### src/rtl/mux3_rr_arbiter_if.sv
// Handshake bundle between three requesters sharing mux33 and the arbiter
// that sequences them onto a single valid/ready beat stream.
interface mux3_rr_arbiter_if;
   logic [2:0] req;
   logic [2:0] last;
   logic [2:0] gnt;
   logic [1:0] s;
   logic       out_valid;
   logic       out_ready;
   logic       busy;

   // Arbiter side: consumes requests and downstream ready, drives grant/select.
   modport slave (
      input  req,
      input  last,
      input  out_ready,
      output gnt,
      output s,
      output out_valid,
      output busy
   );

   // Requester/consumer side.
   modport master (
      output req,
      output last,
      output out_ready,
      input  gnt,
      input  s,
      input  out_valid,
      input  busy
   );
endinterface

### src/rtl/mux3_rr_arbiter.sv
// Round-robin arbiter for the three-input mux33 datapath: grants one owner at a
// time, holds the mux select stable, and rotates after last beat, withdrawal or MAX_HOLD beats.
module mux3_rr_arbiter #(
   parameter int unsigned MAX_HOLD = 4
) (
   input logic                 clk,
   input logic                 rst_n,
   mux3_rr_arbiter_if.slave    bus
);

   localparam int unsigned       CNT_W    = $clog2(MAX_HOLD + 1);
   localparam logic [CNT_W-1:0]  HOLD_LIM = CNT_W'(MAX_HOLD);

   typedef enum logic {
      IDLE = 1'b0,
      BUSY = 1'b1
   } state_t;

   state_t            state_q, state_d;
   logic [1:0]        owner_q, owner_d;
   logic [1:0]        ptr_q,   ptr_d;
   logic [1:0]        s_q,     s_d;
   logic [2:0]        gnt_q,   gnt_d;
   logic [CNT_W-1:0]  cnt_q,   cnt_d;
   logic [CNT_W-1:0]  cnt_inc;

   logic [1:0]        cand0, cand1, cand2;
   logic [1:0]        pick;
   logic              any_req;
   logic              owner_req;
   logic              owner_last;
   logic              valid;
   logic              xfer;
   logic              grant_end;

   function automatic logic [1:0] next_mod3(input logic [1:0] v);
      return (v == 2'd2) ? 2'd0 : v + 2'd1;
   endfunction

   // Search order starts at the priority pointer and wraps modulo 3.
   assign cand0   = ptr_q;
   assign cand1   = next_mod3(cand0);
   assign cand2   = next_mod3(cand1);
   assign any_req = |bus.req;
   assign pick    = bus.req[cand0] ? cand0 :
                    bus.req[cand1] ? cand1 : cand2;

   assign owner_req  = bus.req[owner_q];
   assign owner_last = bus.last[owner_q];
   assign valid      = (state_q == BUSY) && owner_req;
   assign xfer       = valid && bus.out_ready;
   assign cnt_inc    = cnt_q + CNT_W'(1);

   // Withdrawal ends the grant without a beat; otherwise only a transferred beat can end it.
   assign grant_end  = !owner_req || (xfer && (owner_last || (cnt_inc == HOLD_LIM)));

   always_comb begin
      // NOTE: every output of this block gets a default first so no path leaves one unassigned (no latches).
      state_d = state_q;
      owner_d = owner_q;
      ptr_d   = ptr_q;
      s_d     = s_q;
      gnt_d   = gnt_q;
      cnt_d   = cnt_q;

      case (state_q)
         IDLE: begin
            gnt_d = 3'b000;
            if (any_req) begin
               owner_d = pick;
               gnt_d   = 3'b001 << pick;
               s_d     = pick;
               cnt_d   = '0;
               state_d = BUSY;
            end
         end
         BUSY: begin
            if (grant_end) begin
               gnt_d   = 3'b000;
               ptr_d   = next_mod3(owner_q);
               cnt_d   = '0;
               state_d = IDLE;
            end else if (xfer) begin
               cnt_d   = cnt_inc;
            end
         end
         default: state_d = IDLE;
      endcase
   end

   always_ff @(posedge clk or negedge rst_n) begin
      if (!rst_n) begin
         state_q <= IDLE;
         owner_q <= 2'd0;
         ptr_q   <= 2'd0;
         s_q     <= 2'd0;
         gnt_q   <= 3'b000;
         cnt_q   <= '0;
      end else begin
         // NOTE: non-blocking updates so every register samples the pre-edge values of the others.
         state_q <= state_d;
         owner_q <= owner_d;
         ptr_q   <= ptr_d;
         s_q     <= s_d;
         gnt_q   <= gnt_d;
         cnt_q   <= cnt_d;
      end
   end

   assign bus.gnt       = gnt_q;
   assign bus.s         = s_q;
   assign bus.busy      = (state_q == BUSY);
   assign bus.out_valid = valid;

endmodule

### src/flat_wrapper.sv
// flat-port wrapper written by rule: the top's interface ports become plain ports
module mux3_rr_arbiter_flat 
#(
   parameter int unsigned MAX_HOLD = 4
)
  (clk, rst_n, bus_req, bus_last, bus_out_ready, bus_gnt, bus_s, bus_out_valid, bus_busy);
  mux3_rr_arbiter_if bus_i ();
  input logic clk;
  input logic rst_n;
  input wire logic [$bits(bus_i.req)-1:0] bus_req;
  input wire logic [$bits(bus_i.last)-1:0] bus_last;
  input wire logic [$bits(bus_i.out_ready)-1:0] bus_out_ready;
  output wire logic [$bits(bus_i.gnt)-1:0] bus_gnt;
  output wire logic [$bits(bus_i.s)-1:0] bus_s;
  output wire logic [$bits(bus_i.out_valid)-1:0] bus_out_valid;
  output wire logic [$bits(bus_i.busy)-1:0] bus_busy;
  assign bus_i.req = bus_req;
  assign bus_i.last = bus_last;
  assign bus_i.out_ready = bus_out_ready;
  assign bus_gnt = bus_i.gnt;
  assign bus_s = bus_i.s;
  assign bus_out_valid = bus_i.out_valid;
  assign bus_busy = bus_i.busy;
  mux3_rr_arbiter #(.MAX_HOLD(MAX_HOLD)) u_core (.clk(clk), .rst_n(rst_n), .bus(bus_i));
endmodule
### config.mk
export PLATFORM = sky130hd
export DESIGN_NAME = mux3_rr_arbiter_flat
export DESIGN_NICKNAME = d
export VERILOG_FILES = /design/src/rtl/mux3_rr_arbiter_if.sv /design/src/rtl/mux3_rr_arbiter.sv /design/src/flat_wrapper.sv
export SDC_FILE = /design/constraint.sdc
export NUM_CORES = 1
export LEC_CHECK = 0
export BUFFER_PORTS_ARGS = -buffer_cell sky130_fd_sc_hd__buf_2
export CAP_MARGIN = 5
export CORE_UTILIZATION = 30
export DETAILED_ROUTE_END_ITERATION = 6
export PLACE_DENSITY = 0.5
export SLEW_MARGIN = 20
export SYNTH_ARGS = -nofsm -noshare
export SYNTH_HDL_FRONTEND = slang
export SYNTH_SLANG_ARGS = --single-unit
### constraint.sdc
create_clock -name clk -period 5.25 [get_ports clk]
set_clock_uncertainty 0.15 [all_clocks]
set_input_delay 0.7875 -clock clk [delete_from_list [all_inputs] [get_ports clk]]
set_output_delay 0.7875 -clock clk [all_outputs]
set_load 0.05 [all_outputs]
* Yosys cells after proc, flatten, opt, wreduce, memory -nomap -nowiden
Cells that the tools add are included.
** Word-level totals
- Register bits after elaboration :: 11
- RAM bits :: 0
- Latch bits :: 0
- ROM bits :: 0
- Memories :: 0
- Input bits :: 9
** Cells by class
- Shifts and indexed selects :: 1
- Mux-type cells :: 23
- Magnitude comparators :: 3
- Reduce and logical (&&, ||, !) cells :: 10
- Add/subtract/negate cells :: 4
- Eq/ne operators :: 7
- Bitwise gates (word level) :: 1
- Div/mod/pow operators :: 0
- $mul :: 0
** Operator list (count)
- two-way mux 3 bit :: 5
- case mux 3 bit (2 select lines) :: 2
- two-way mux 2 bit :: 5
- less-than comparator 2 x 3 -> 1 bit (second input constant) :: 3
- binary-select mux 1 bit (select 2 bit) :: 4
- adder 2 x 1 -> 2 bit (second input constant) :: 3
- equality test 2 bit (second input constant) :: 3
- two-way mux 1 bit :: 6
- AND reduction 2 bit :: 3
- adder 3 x 1 -> 3 bit (second input constant) :: 1
- equality test 3 bit (second input constant) :: 1
- logical AND 1 bit :: 3
- inequality test 3 bit (second input constant) :: 1
- OR reduction 3 bit :: 1
- << shifter 1 x 2 -> 3 bit (first input constant) :: 1
- logical OR 1 bit :: 2
- inequality test 2 x 1 -> 1 bit (second input constant) :: 1
- inequality test 2 bit (second input constant) :: 1
- case mux 1 bit (2 select lines) :: 1
- zero test 1 bit :: 1
- NOT 1 bit :: 1

* Depth between registers and ports, before layout
- Depth after elaboration :: 9
- Depth in mapped cells :: 5
- Gate-level depth less buffers :: 5

* Worst setup path after synthesis
No wires, ideal clock.
- Path kind :: flip-flop to output port
- Start :: register u_core.owner_q[0]
- End :: output bus_out_valid
- Required time :: 4313 ps
- Path slack :: 2701 ps
- Cell stages (with the launch flop) :: 5
- Data arrival time :: 1611 ps
- Path buffers :: 1
- Cells stage by stage :: dfrtp_1 -> buf_6 -> mux2i_1 -> o2bb2ai_1 -> and2_1
** Between the ends
- Cells in the longest elaborated chain, start to end :: 3
** RTL lines
- from (decl) :: RTL line mux3_rr_arbiter.sv:20 : logic [1:0] owner_q, owner_d;
- from (signal assigned) :: RTL line mux3_rr_arbiter.sv:102 : owner_q <= owner_d;
- binary-select mux 1 bit (select 2 bit) :: RTL line mux3_rr_arbiter.sv:48 : assign owner_req = bus.req[owner_q];
- two-way mux 1 bit (implied by the code) :: RTL line mux3_rr_arbiter.sv:48
- logical AND 1 bit :: RTL line mux3_rr_arbiter.sv:50 : assign valid = (state_q == BUSY) && owner_req;
- to (decl) :: RTL line flat_wrapper.sv:15 : output wire logic [$bits(bus_i.out_valid)-1:0] bus_out_valid;
Every way passes these cells. The select of a mux whose other input is x is not followed.

* Final worst setup path
- Start :: input bus_req[1]
- End :: output bus_out_valid
** Between the ends
- Cells in the longest elaborated chain, start to end :: 3
** RTL lines
- from (decl) :: RTL line flat_wrapper.sv:10 : input wire logic [$bits(bus_i.req)-1:0] bus_req;
- binary-select mux 1 bit (select 2 bit) :: RTL line mux3_rr_arbiter.sv:48
- two-way mux 1 bit (implied by the code) :: RTL line mux3_rr_arbiter.sv:48
- logical AND 1 bit :: RTL line mux3_rr_arbiter.sv:50
Every way passes these cells. The select of a mux whose other input is x is not followed.

==> results.yml <==
floorplan:
  io_pins: 16
  die_x_um: 50.5
  rows: 17
  core_um2: 2210
  start_util: 0.318
  die_height_um: 50.5
  design.die.area_um2: 2550
cells_and_area:
  drive_above_1_share: 0.321
  nets: 96
  area_growth_pct: 17.2
  diodes: 0
  fill_cells: 243
global_route:
  track_usage: 0.127
  overflow: 0
  grt_pass1_vias: 531
  grt_max_degree: 12
  antenna_found_initial: 0
  grt_pass1_wl_mm: 2.42
place:
  gp_congestion: 0.741
  io_buffers: 15
  place_hpwl_mm: 1.13
  pre_cts_ws_ns: 2.58
logic_synthesis:
  synth-main-ff-cell: "dfrtp_1"
  yosys_warnings: 0
  seq_area_frac_synth: 0.391
  syn_nets: 78
  syn_inst: 67
  synthesis.area_um2: 704
  syn_avg_cell_area_um2: 10.5
  synth_edf_count: 0
  synth_cell_type_count: 37
  ys_ff_latch: 11
  postSynth.asyncResetShare: 1.00
timing:
  fmax_ghz: 0.376
  setup_tns_ns: 0
  slew_viol_final: 0
  period_minus_slack_ns: 2.66
  final.period_utilization: 0.506
  tightest_slew_ns: 0.821
  timing.slew.headroom: 0.446
  hold_viol: 0
  fin_ws_ns: 2.59
  rsz0062_at_grt: "false"
  setup_viol: 0
route:
  routedWlPerCell_um: 12.8
  drc: 0
  wl_mm: 1.44
  vias: 600
  drtPass1Iterations: 4
  postRouteAntennaNets: 0
  dr.first_iter.drc_count: 6
  via_per_inst: 5.36
clock_tree:
  clk_pin_slew_ns: 0.07
  cts.path.max_buffers: 2
  cts_resized: 0
  cts.sinks: 11
  numCtsBuffers: 3
  cts_tree: "done"
  root_buffer: "clkbuf_4"
  insertion_delay_ns: 0.26
  hold_buffers: 0
  cts-htree-levels: 1
  cts_post_setup_buffers_inserted: 0
run:
  drv_cap: 0
worst_setup_path:
  cp.required_ns: 4.31
  reg2reg_depth: 4
  crit_start: "bus_req[1]"
  worstReg2RegEnd: "u_core.cnt_q[2]"
  end_kind: "output pin"
  r2r_setup_slack_ns: 3.33
  startpoint_type: "input pin"
  setup.worst_path.class: "in -> out"
  r2r-start: "u_core.owner_q[0]"
  crit_fanout: 4
  cp.arrival_ns: 1.72
min_path:
  hp-class: "in -> async"
pwr:
  p_leak_nw: 0.391
  peakVddDrop_v: 0.000284
  power.density_nw_per_um2: 585
run_status:
  outcome: "finished clean"
## worst max path at each step
stage / end / slack, ns / depth (start not counted)
3_3_place_gp: bus_out_valid / 2.59 / 5
6_report: bus_out_valid / 2.59 / 5
3_5_place_dp: bus_out_valid / 2.58 / 5
4_1_cts: bus_out_valid / 2.58 / 5
5_1_grt: bus_out_valid / 2.48 / 5
2_1_floorplan: bus_out_valid / 2.70 / 4
## routing by layer
layer  up-vias  wire [um]  track usage
met5         -          0            0
met4         0         27       0.0556
met3         4         82       0.0212
met2        19        668        0.198
met1       290        659        0.172
li1        287          -            -
## state kept, by name (all words and copies together) (netlist names)
| signal | cells |
|---|---|
| u_core.bus.busy | 1 |
| u_core.bus.gnt | 3 |
| u_core.cand0 | 2 |
| u_core.cnt_q | 3 |
| u_core.owner_q | 2 |
## metrics by stage
stage | instance area [um^2] | util | hold WS, ns | total power (W) | instances
3_3_place_gp | 800 | 0.361 | 0.371 | 0.000429 | 108
3_5_place_dp | 800 | 0.361 | 0.352 | 0.000428 | 108
6_report | 826 | 0.373 | 0.226 | 0.000483 | 112
2_1_floorplan | 704 | - | 0.338 | 0.000375 | 67
5_1_grt | 826 | 0.373 | 0.237 | 0.000515 | 112
4_1_cts | 826 | 0.373 | 0.233 | 0.000488 | 112
## logic make-up (layout without fill, tap and decap cells)
kind of cell             after synthesis  in the layout  share of synthesized area
XOR/XNOR                               1              1                     0.0124
AO/OA/AOI/OAI                         18             18                      0.238
AND/OR/NAND/NOR                       21             21                      0.181
flip-flops                            11             11                      0.391
buffers and inverters                  9             26                     0.0586
adder cells (fa/ha/maj)                2              2                     0.0355
multiplexers                           5              5                     0.0835
## critical path, cell delays in order
cell       delay, ns
buf_2           0.11
mux2i_1         0.09
o2bb2ai_1       0.31
and2_1          0.17
buf_2           0.25
## layout by cell type, fill, tap and decap left out, types with 2 or more instances in the layout
cell type,synthesis,final
nor2b_1,3,3
nand3_1,4,4
mux2_2,3,3
dfrtp_1,11,11
nand2_1,2,2
clkbuf_4,0,3
buf_2,0,15
nand2b_1,2,2
ha_1,2,2
o21ai_0,3,3
inv_1,7,7
nor2_1,3,3
## cell usage after synthesis, drive strengths merged, types with 2 or more instances
| library cell | count | area [um^2] |
|---|---|---|
| mux2 | 4 | 48.8 |
| nor2b | 3 | 18.8 |
| nand3 | 4 | 20.0 |
| nor2 | 3 | 11.3 |
| inv | 7 | 26.3 |
| a31oi | 2 | 27.5 |
| nand2 | 2 | 7.51 |
| o21ai | 3 | 15.0 |
| ha | 2 | 25.0 |
| dfrtp | 11 | 275 |
| nand2b | 2 | 12.5 |
| o311ai | 2 | 25.0 |
## cell type report
cell class,instances,area [um^2],share of cell area
Sequential cell,11,275,0.333
Timing Repair Buffer,15,75.1,0.0909
Inverter,7,26.3,0.0318
Tap cell,28,35.0,0.0424
Multi-Input combinational cell,47,388,0.470
Clock buffer,4,26.3,0.0318
## report_power, final
group / internal (W) / leakage [nW] / total (W) / switching (W)
sequential: 0.000118 / 0.142 / 0.000160 / 0.0000426
clock: 0.0000294 / 0.0150 / 0.0000566 / 0.0000272
combinational: 0.0000942 / 0.234 / 0.000266 / 0.000172
total: 0.000241 / 0.391 / 0.000483 / 0.000241
No activity file was read; power rests on OpenSTA's default activity.
